`src/rtl/uart_interval_meter_pkg.sv`:
```
// Shared types and constants for the UART interval meter.
// RX and TX state encodings plus the default bit timing.
package uart_interval_meter_pkg;

  typedef enum logic [1:0] {RX_IDLE, RX_START, RX_DATA, RX_STOP} rx_state_t;

  typedef enum logic [2:0] {TX_IDLE, TX_START, TX_DATA, TX_STOP, TX_NEXT} tx_state_t;

  localparam int CLK_DIV_DEFAULT = 868;
  localparam int HALF_DIV        = CLK_DIV_DEFAULT / 2;

  function automatic int half_div(input int clk_div);
    return clk_div / 2;
  endfunction

endpackage

```
`src/rtl/uart_tx_serializer.sv`:
```
// Echo transmitter: sends a DIFF_W-bit word as little-endian UART bytes, back-to-back.
// A load that arrives while a word is still in flight is dropped and flagged as overrun.
module uart_tx_serializer
  import uart_interval_meter_pkg::*;
#(
  parameter int CLK_DIV   = CLK_DIV_DEFAULT,
  parameter int DATA_BITS = 8,
  parameter int DIFF_W    = 16
) (
  input  logic              clk,
  input  logic              rst,
  input  logic              load,
  input  logic [DIFF_W-1:0] word,
  output logic              tx,
  output logic              overrun
);

  localparam int LANES = DIFF_W / DATA_BITS;
  localparam int TW    = $clog2(CLK_DIV);
  localparam int BW    = $clog2(DATA_BITS);
  localparam int LW    = (LANES > 1) ? $clog2(LANES) : 1;

  tx_state_t         state, state_nx;
  logic [TW-1:0]     timer;
  logic [BW-1:0]     bit_cnt;
  logic [LW-1:0]     lane;
  logic [DIFF_W-1:0] shreg;
  logic              tick, last_bit, last_lane, accept;

  assign tick      = (timer == '0);
  assign last_bit  = (bit_cnt == BW'(DATA_BITS - 1));
  assign last_lane = (lane == LW'(LANES - 1));

  always_ff @(posedge clk) begin
    if (rst) state <= TX_IDLE;
    else     state <= state_nx;
  end

  always_comb begin
    state_nx = state;
    case (state)
      TX_IDLE:  if (load) state_nx = TX_START;
      TX_START: if (tick) state_nx = TX_DATA;
      TX_DATA:  if (tick && last_bit) state_nx = TX_STOP;
      TX_STOP:  if (tick) state_nx = TX_NEXT;
      TX_NEXT:  state_nx = (!last_lane || accept) ? TX_START : TX_IDLE;
      default:  state_nx = TX_IDLE;
    endcase
  end

  // NEXT is the final cycle of a stop bit, so a word may also be accepted there.
  always_comb begin
    tx      = 1'b1;
    accept  = 1'b0;
    case (state)
      TX_IDLE:  accept = load;
      TX_START: tx = 1'b0;
      TX_DATA:  tx = shreg[0];
      TX_NEXT:  accept = load && last_lane;
      default:  tx = 1'b1;
    endcase
    overrun = load && !accept;
  end

  always_ff @(posedge clk) begin
    if (rst) begin
      timer   <= '0;
      bit_cnt <= '0;
      lane    <= '0;
      shreg   <= '0;
    end else if (accept) begin
      shreg <= word;
      lane  <= '0;
      timer <= TW'(CLK_DIV - 1);
    end else begin
      case (state)
        TX_START: begin
          timer   <= tick ? TW'(CLK_DIV - 1) : timer - 1'b1;
          bit_cnt <= '0;
        end
        TX_DATA: begin
          if (tick) begin
            // Shifting one bit per data bit leaves the next byte already in the LSBs.
            shreg   <= shreg >> 1;
            bit_cnt <= bit_cnt + 1'b1;
            timer   <= last_bit ? TW'(CLK_DIV - 2) : TW'(CLK_DIV - 1);
          end else begin
            timer <= timer - 1'b1;
          end
        end
        TX_STOP: if (!tick) timer <= timer - 1'b1;
        TX_NEXT: begin
          if (!last_lane) begin
            lane  <= lane + 1'b1;
            timer <= TW'(CLK_DIV - 1);
          end
        end
        default: timer <= timer;
      endcase
    end
  end

endmodule

```
`src/rtl/uart_interval_meter.sv`:
```
// UART receiver that timestamps each confirmed start bit and reports start-to-start
// intervals in clk cycles, optionally echoing each interval on UART_tx.
module uart_interval_meter
  import uart_interval_meter_pkg::*;
#(
  parameter int CLK_DIV   = CLK_DIV_DEFAULT,
  parameter int DATA_BITS = 8,
  parameter int DIFF_W    = 16,
  parameter int ECHO_EN   = 1
) (
  input  logic                 clk,
  input  logic                 rst,
  input  logic                 UART_rx,
  output logic                 UART_tx,
  output logic [DATA_BITS-1:0] rx_data,
  output logic                 rx_valid,
  output logic [DIFF_W-1:0]    difference,
  output logic                 diff_valid,
  output logic                 framing_err,
  output logic                 overrun
);

  localparam int HALF = half_div(CLK_DIV);
  localparam int TW   = $clog2(CLK_DIV);
  localparam int BW   = $clog2(DATA_BITS);

  rx_state_t            rx_state, rx_state_nx;
  logic                 rx_meta, rx_sync, rx_last;
  logic [DIFF_W-1:0]    ts, snap, last_snap, pend_diff;
  logic [TW-1:0]        timer;
  logic [BW-1:0]        bit_cnt;
  logic [DATA_BITS-1:0] shreg;
  logic                 pend, have_prev;
  logic                 tick, fall, last_bit;
  logic                 capture, start_ok, data_smp, stop_smp;

  assign tick     = (timer == '0);
  assign fall     = rx_last && !rx_sync;
  assign last_bit = (bit_cnt == BW'(DATA_BITS - 1));

  // Synchroniser flops reset high so leaving reset never looks like a start edge.
  always_ff @(posedge clk) begin
    if (rst) begin
      rx_meta <= 1'b1;
      rx_sync <= 1'b1;
      rx_last <= 1'b1;
    end else begin
      rx_meta <= UART_rx;
      rx_sync <= rx_meta;
      rx_last <= rx_sync;
    end
  end

  always_ff @(posedge clk) begin
    if (rst) ts <= '0;
    else     ts <= ts + 1'b1;
  end

  always_ff @(posedge clk) begin
    if (rst) rx_state <= RX_IDLE;
    else     rx_state <= rx_state_nx;
  end

  always_comb begin
    rx_state_nx = rx_state;
    case (rx_state)
      RX_IDLE:  if (fall) rx_state_nx = RX_START;
      RX_START: if (tick) rx_state_nx = rx_sync ? RX_IDLE : RX_DATA;
      RX_DATA:  if (tick && last_bit) rx_state_nx = RX_STOP;
      RX_STOP:  if (tick) rx_state_nx = RX_IDLE;
      default:  rx_state_nx = RX_IDLE;
    endcase
  end

  always_comb begin
    capture  = 1'b0;
    start_ok = 1'b0;
    data_smp = 1'b0;
    stop_smp = 1'b0;
    case (rx_state)
      RX_IDLE:  capture  = fall;
      RX_START: start_ok = tick && !rx_sync;
      RX_DATA:  data_smp = tick;
      RX_STOP:  stop_smp = tick;
      default:  capture  = 1'b0;
    endcase
  end

  always_ff @(posedge clk) begin
    if (rst) begin
      timer       <= '0;
      bit_cnt     <= '0;
      shreg       <= '0;
      snap        <= '0;
      last_snap   <= '0;
      pend_diff   <= '0;
      pend        <= 1'b0;
      have_prev   <= 1'b0;
      rx_data     <= '0;
      rx_valid    <= 1'b0;
      difference  <= '0;
      diff_valid  <= 1'b0;
      framing_err <= 1'b0;
    end else begin
      rx_valid    <= 1'b0;
      diff_valid  <= 1'b0;
      framing_err <= 1'b0;
      if (capture) begin
        snap  <= ts;
        timer <= TW'(HALF - 1);
      end else if (rx_state != RX_IDLE) begin
        timer <= tick ? TW'(CLK_DIV - 1) : timer - 1'b1;
      end
      // A glitch never reaches here, so last_snap only moves on real frames.
      if (start_ok) begin
        pend_diff <= snap - last_snap;
        last_snap <= snap;
        pend      <= have_prev;
        have_prev <= 1'b1;
        bit_cnt   <= '0;
      end
      if (data_smp) begin
        shreg   <= {rx_sync, shreg[DATA_BITS-1:1]};
        bit_cnt <= bit_cnt + 1'b1;
      end
      if (stop_smp) begin
        pend <= 1'b0;
        if (rx_sync) begin
          rx_data  <= shreg;
          rx_valid <= 1'b1;
          if (pend) begin
            difference <= pend_diff;
            diff_valid <= 1'b1;
          end
        end else begin
          framing_err <= 1'b1;
        end
      end
    end
  end

  generate
    if (ECHO_EN != 0) begin : g_echo
      uart_tx_serializer #(
        .CLK_DIV   (CLK_DIV),
        .DATA_BITS (DATA_BITS),
        .DIFF_W    (DIFF_W)
      ) u_tx (
        .clk     (clk),
        .rst     (rst),
        .load    (diff_valid),
        .word    (difference),
        .tx      (UART_tx),
        .overrun (overrun)
      );
    end else begin : g_no_echo
      assign UART_tx = 1'b1;
      assign overrun = 1'b0;
    end
  endgenerate

endmodule

```
`config.mk`:
```
export PLATFORM = sky130hd
export DESIGN_NAME = uart_interval_meter
export DESIGN_NICKNAME = d
export VERILOG_FILES = /design/src/rtl/uart_interval_meter_pkg.sv /design/src/rtl/uart_tx_serializer.sv /design/src/rtl/uart_interval_meter.sv
export SDC_FILE = /design/constraint.sdc
export NUM_CORES = 1
export LEC_CHECK = 0
export BUFFER_PORTS_ARGS = -buffer_cell sky130_fd_sc_hd__buf_2
export CORE_AREA = 2 2 128 130
export CTS_CLUSTER_SIZE = 10
export DETAILED_ROUTE_END_ITERATION = 8
export DIE_AREA = 0 0 130 132
export GPL_TIMING_DRIVEN = 0
export PLACE_DENSITY_LB_ADDON = 0.3
export SYNTH_ARGS = -nofsm -noshare
export SYNTH_HDL_FRONTEND = slang
export SYNTH_HIERARCHICAL = 1
export SYNTH_SLANG_ARGS = --single-unit
```
`constraint.sdc`:
```
create_clock -name clk -period 3.2 [get_ports clk]
set_input_delay 0.16 -clock clk [delete_from_list [all_inputs] [get_ports clk]]
set_output_delay 0.16 -clock clk [all_outputs]
set_load 0.05 [all_outputs]
```
==> results of run 1 <==
-- path summary, 6_finish.rpt --
check	start	endpoint	slack, ns	depth (start not counted)
worst max register to register	timer[0]	difference[9]	0.72	11
worst min-delay path	rst	g_echo.u_tx/shreg[1]	0.17	2
worst max-delay path	timer[0]	difference[9]	0.72	11
worst min register to register	rx_meta	rx_sync	0.41	1
-- kinds of logic (layout without fill, tap and decap cells) --
kind of cell / Yosys count / after routing / share of synthesized area
and+or+nand+nor: 375 / 375 / 0.257
buffers and inverters: 83 / 146 / 0.0466
DFF: 152 / 152 / 0.440
adders and majority gates: 24 / 24 / 0.0445
AOI/OAI and AO/OA: 210 / 210 / 0.187
muxes: 2 / 2 / 0.00289
xor gates and xnor gates: 18 / 18 / 0.0228
-- layer usage --
metal / vias up / wire (um) / track usage
li1: 3109 / - / -
met1: 2729 / 7540 / 0.254
met2: 90 / 7340 / 0.305
met3: 16 / 500 / 0.0410
met4: 0 / 282 / 0.0651
met5: - / 0 / 0
-- state kept, by name, indices dropped and copies added (netlist names), 8 cells and up, named ones only --
signal,count
difference,16
g_echo.u_tx/shreg,16
g_echo.u_tx/timer,10
last_snap,16
pend_diff,16
rx_data,8
shreg,8
snap,16
timer,10
ts,16
-- power groups by stage --
stage               clock network (W)  logic, W  registers [W]
floorplan                           0  0.000153        0.00197
global placement                    0  0.000204        0.00198
detailed placement                  0  0.000205        0.00198
CTS                           0.00202  0.000208        0.00193
global route                  0.00211  0.000232        0.00194
finish                        0.00198  0.000207        0.00193
-- placed cells by master, fill, tap and decap left out, types with 5 or more instances in the layout --
cell       count
nor3_1        17
or2_2          5
ha_1          23
a21oi_1      109
buf_2         36
o21ai_0       23
xor2_1        12
a31oi_1        5
xnor2_1        6
or3_1         13
nand3_1       22
dfxtp_1      152
or4_1          5
a211oi_1      11
inv_1         37
nand2_1      164
clkbuf_1      38
clkbuf_16     17
nand4_1        9
nor2b_1        7
nor2_1        90
a2111oi_0     17
a21o_1         7
o31ai_1        5
nand2b_1       6
o21a_1         6
nor4b_1        5
-- layout make-up --
type / instances / area, um2
inverters: 37 / 139
well taps: 216 / 270
clock inverters: 13 / 146
fillers: 1585 / 7770
flip-flops and latches: 152 / 3040
multi-input cells: 629 / 3550
clock buffers: 19 / 443
plain buffers: 46 / 184
repair buffers: 31 / 160
-- what timing repair did --
item / 4_1_cts / 5_1_grt
hold buffers: 1 / 0
endpoints found under the hold margin: 1 / 0
resized for setup: 0 / 0
-- per-stage QoR --
step / hold slack [ns] / instances / total power [W] / instance area (um2)
floorplan: 0.264 / 864 / 0.00213 / 6920
global placement: 0.355 / 1110 / 0.00218 / 7340
detailed placement: 0.357 / 1110 / 0.00218 / 7340
CTS: 0.157 / 1143 / 0.00416 / 7940
global route: 0.232 / 1143 / 0.00428 / 7940
finish: 0.170 / 1143 / 0.00412 / 7940
-- worst max-delay path, delay by kind of cell (launching register included) --
| kind | cells | cell delay [ns] |
|---|---|---|
| buffers and inverters | 4 | 0.71 |
| DFF | 1 | 0.35 |
| adders and majority gates | 1 | 0.13 |
| AOI/OAI and AO/OA | 1 | 0.06 |
| and+or+nand+nor | 5 | 1.10 |
==> flow_summary.ini, run 1 <==
[outcome]
status = finished clean

[placement]
place_ws_ns = 0.707
place.port_buffers = 30
gp_congestion = 0.804
dpl.hpwl_mm = 11.6

[clocking]
worstSkewPairLatency_ns = 0.43
root_buffer = clkbuf_16
cts_max_level = 4
cts_buffer_depth = 2
clock_sinks = 152
cts_tree = done
cts_setup_buffers = 0
cts-buffers-inserted = 17
clk_pin_slew_ns = 0.06

[layout]
final_util = 0.505
diodes = 0
fin_nets = 941
syn_to_final_growth_pct = 14.7
drive_above_1_share = 0.0939

[sta]
finalCriticalPeriod_ns = 2.48
fin_ws_ns = 0.721
max_slew.worst_pin.slew_ns = 0.908
grt_setup_unrepaired = no
hold_violations = 0
fin_tns_setup_ns = 0
layout_worst_path_cycle_share = 0.775
setup_violations = 0
skew_ns = 0.00950
slew_viol_final = 0
timing.fmax_ghz = 0.403
relSlewSlack = 0.389

[worst_setup_path]
setup.worst_path.class = flip-flop to flip-flop
worstPathRequired_ns = 3.48
start_kind = flip-flop
critical_path.cell_chain = inv_1, ha_1, nor2b_1, and3_1, buf_2, nand4_4, or2_1, clkbuf_1, buf_2, nand2_1, a21oi_1
arrival_ns = 2.76
crit_top_cell = buf_2
slowest_stage = dfxtp_1
crit_fanout = 10
endpoint_kind = flip-flop
cpPeakStageDelay_ns = 0.35

[routing]
post_drt_wl_per_cell_um = 13.7
wl_mm = 15.7
dr.pass1.iters = 5
dr.first_iter.drc_count = 350
via_per_inst = 5.20
drc = 0
vias = 5944
antenna_left = 0

[logic_synthesis]
ys_types = 60
synth_ff_type = dfxtp_1
synth_edf_count = 0
synth-warning-count = 6
yosysMostFrequentCell = nand2_1
synth_top_area_share = 0.440
postSynthCellCount = 864
yosys-top-cells-count = 164 x nand2_1, 152 x dfxtp_1, 109 x a21oi_1
synth_area_leader_cell = dfxtp_1
synthTopCellsByArea = dfxtp_1 44%, nand2_1 8.9%, a21oi_1 7.9%
ys_seq_elements = 152
syn_area_mm2 = 0.00692
syn_nets = 891
yosysSeqAreaShare = 0.440
synth_area_per_cell_um2 = 8.01
ys_async_sr_fraction = 0

[floorplanning]
die-area_mm2 = 0.0172
io_pins = 32
die_w_um = 130
fp-row-count = 46
core_area_mm2 = 0.0157
die_y_um = 132
initial_core_util = 0.440

[global_route]
grt_pass1_vias = 5385
grtUsageTotal = 0.190
grt_max_degree = 17
antenna_found_initial = 0
grt_overflow = 0
grt_pass1_wl_mm = 26.2

[power_and_ir_drop]
seqPwrFrac = 0.470
clkPwrFrac = 0.480
power_density_mw_per_mm2 = 519
power_switching_w = 0.000967
intPower_w = 0.00315
p_sw_frac = 0.235
p_comb_frac = 0.050
total_leakage_power_nw = 2.90
ir_drop_mv = 0.374

[job]
drv_cap = 0

[min_path]
hold_path_class = primary input to flip-flop
No activity file was read; power rests on OpenSTA's default activity.
==> inputs of run 2 (changes only) <==
==> constraint.sdc (replaced) <==
create_clock -name clk -period 2.5 [get_ports clk]
set_input_delay 0.125 -clock clk [delete_from_list [all_inputs] [get_ports clk]]
set_output_delay 0.125 -clock clk [all_outputs]
set_load 0.05 [all_outputs]
==> flow_summary.ini, run 2 (synthesis gave the netlist of run 1 again) <==
[outcome]
status = finished clean

[worst_setup_path]
crit_fanout = 10
critical-path-top-delay-family = simple AND/OR/NAND/NOR gates
worstPathRequired_ns = 2.79
reg2reg_from = timer[5]
setup.worst_path.class = flip-flop to flip-flop
crit_buf_inv = 3
slowest_stage = or3_1
r2r_end = pend_diff[3]
rrSetupSlack_ns = 0.14
start_kind = flip-flop
arrival_ns = 2.65
worstRegToRegCells = 8
critical_path.cell_chain = nor4_4, buf_4, nand4_4, or3_1, buf_2, clkbuf_1, a21oi_1, nor2_1
cpPeakStageDelay_ns = 0.41
crit_cells = 8
startpoint = timer[5]
endpoint_kind = flip-flop

[layout]
diodes = 0
syn_to_final_growth_pct = 15.0
fin_nets = 942
final_cell_mix = 164 x nand2_1, 152 x dfxtp_1, 109 x a21oi_1
filler_cell_count = 1580
drive_above_1_share = 0.0970
final_common_cell = nand2_1

[min_path]
hold_depth = 2
hold_path_class = primary input to flip-flop
min_from = rst
hold_path_end = g_echo.u_tx/shreg[1]

[power_and_ir_drop]
power.total_w = 0.00529
power_density_mw_per_mm2 = 665
total_leakage_power_nw = 2.92
ir_drop_mv = 0.479

[routing]
drc = 0
post_drt_wl_per_cell_um = 13.7
dr.first_iter.drc_count = 360
antenna_left = 0
vias = 5958
via_per_inst = 5.21
dr.pass1.iters = 4
wl_mm = 15.7

[floorplanning]
die_y_um = 132
io_pins = 32
die-area_mm2 = 0.0172
die_w_um = 130
fp-row-count = 46
core_area_mm2 = 0.0157
initial_core_util = 0.440

[sta]
layout_worst_path_cycle_share = 0.942
setup_violations = 0
max_slew.worst_pin.slew_ns = 0.908
hold_violations = 0
relSlewSlack = 0.389
slew_viol_final = 0
skew_ns = 0.00766
fin_ws_ns = 0.144
timing.fmax_ghz = 0.424
finalCriticalPeriod_ns = 2.36

[clocking]
cts_buffer_depth = 2
cts_tree = done
cts-buffers-inserted = 17
root_buffer = clkbuf_16
cts_max_level = 4
worstSkewPairLatency_ns = 0.43
clk_pin_slew_ns = 0.06
clock_sinks = 152

[placement]
gp_congestion = 0.804
place_ws_ns = 0.00695
place.port_buffers = 30
dpl.hpwl_mm = 11.6

[global_route]
antenna_found_initial = 0
grt_pass1_wl_mm = 26.2
grt_pass1_vias = 5385
top_usage_layer = met2
grt_overflow = 0
grtUsageTotal = 0.190
grt_max_degree = 17
grtUsageMet3 = 0.0410
use_met1 = 0.254
met2_usage = 0.305

[job]
drv_cap = 0
-- run 2: how the worst max path moves through the flow --
stage | to | slack [ns]
detailed placement | difference[15] | 0.007
CTS | difference[9] | 0.003
global placement | difference[9] | 0.02
floorplan | difference[10] | 0.37
finish | pend_diff[3] | 0.14
global route | difference[13] | -0.002
-- run 2: repair_timing --
action                     CTS  global route
setup buffers                0             2
gates resized for setup      0             3
setup endpoints to repair    0            26
hold buffers                 1             0
hold endpoints to repair     1             0
-- run 2: through the flow --
stage,std cells,hold slack [ns],area (um2),TNS (ns),util
floorplan,864,0.229,6920,0,-
global placement,1110,0.320,7340,0,0.467
detailed placement,1110,0.322,7340,0,0.467
CTS,1143,0.122,7940,0,0.505
global route,1144,0.197,7960,-0.00161,0.507
finish,1144,0.137,7960,0,0.507
-- run 2: layer usage --
| layer | wire [um] | vias to the layer above | part of all wire |
|---|---|---|---|
| met2 | 7400 | 103 | 0.47 |
| met1 | 7490 | 2726 | 0.48 |
| li1 | - | 3111 | - |
| met5 | 0 | - | 0 |
| met3 | 534 | 18 | 0.034 |
| met4 | 297 | 0 | 0.019 |
-- run 2: area by class of cell --
cell class | count | area [um2] | area share
Tap cell | 216 | 270 | 0.0340
Clock inverter | 13 | 146 | 0.0184
Sequential cell | 152 | 3040 | 0.382
Clock buffer | 19 | 443 | 0.0556
Multi-Input combinational cell | 629 | 3560 | 0.448
Timing Repair Buffer | 33 | 175 | 0.0220
Inverter | 37 | 139 | 0.0174
Buffer | 45 | 180 | 0.0226
-- run 2: where the power goes --
group | internal (W) | switching [W] | leakage (nW) | total, W
logic | 0.0000965 | 0.000187 | 1.42 | 0.000284
clock network | 0.00151 | 0.00103 | 0.278 | 0.00253
registers | 0.00245 | 0.0000306 | 1.23 | 0.00248
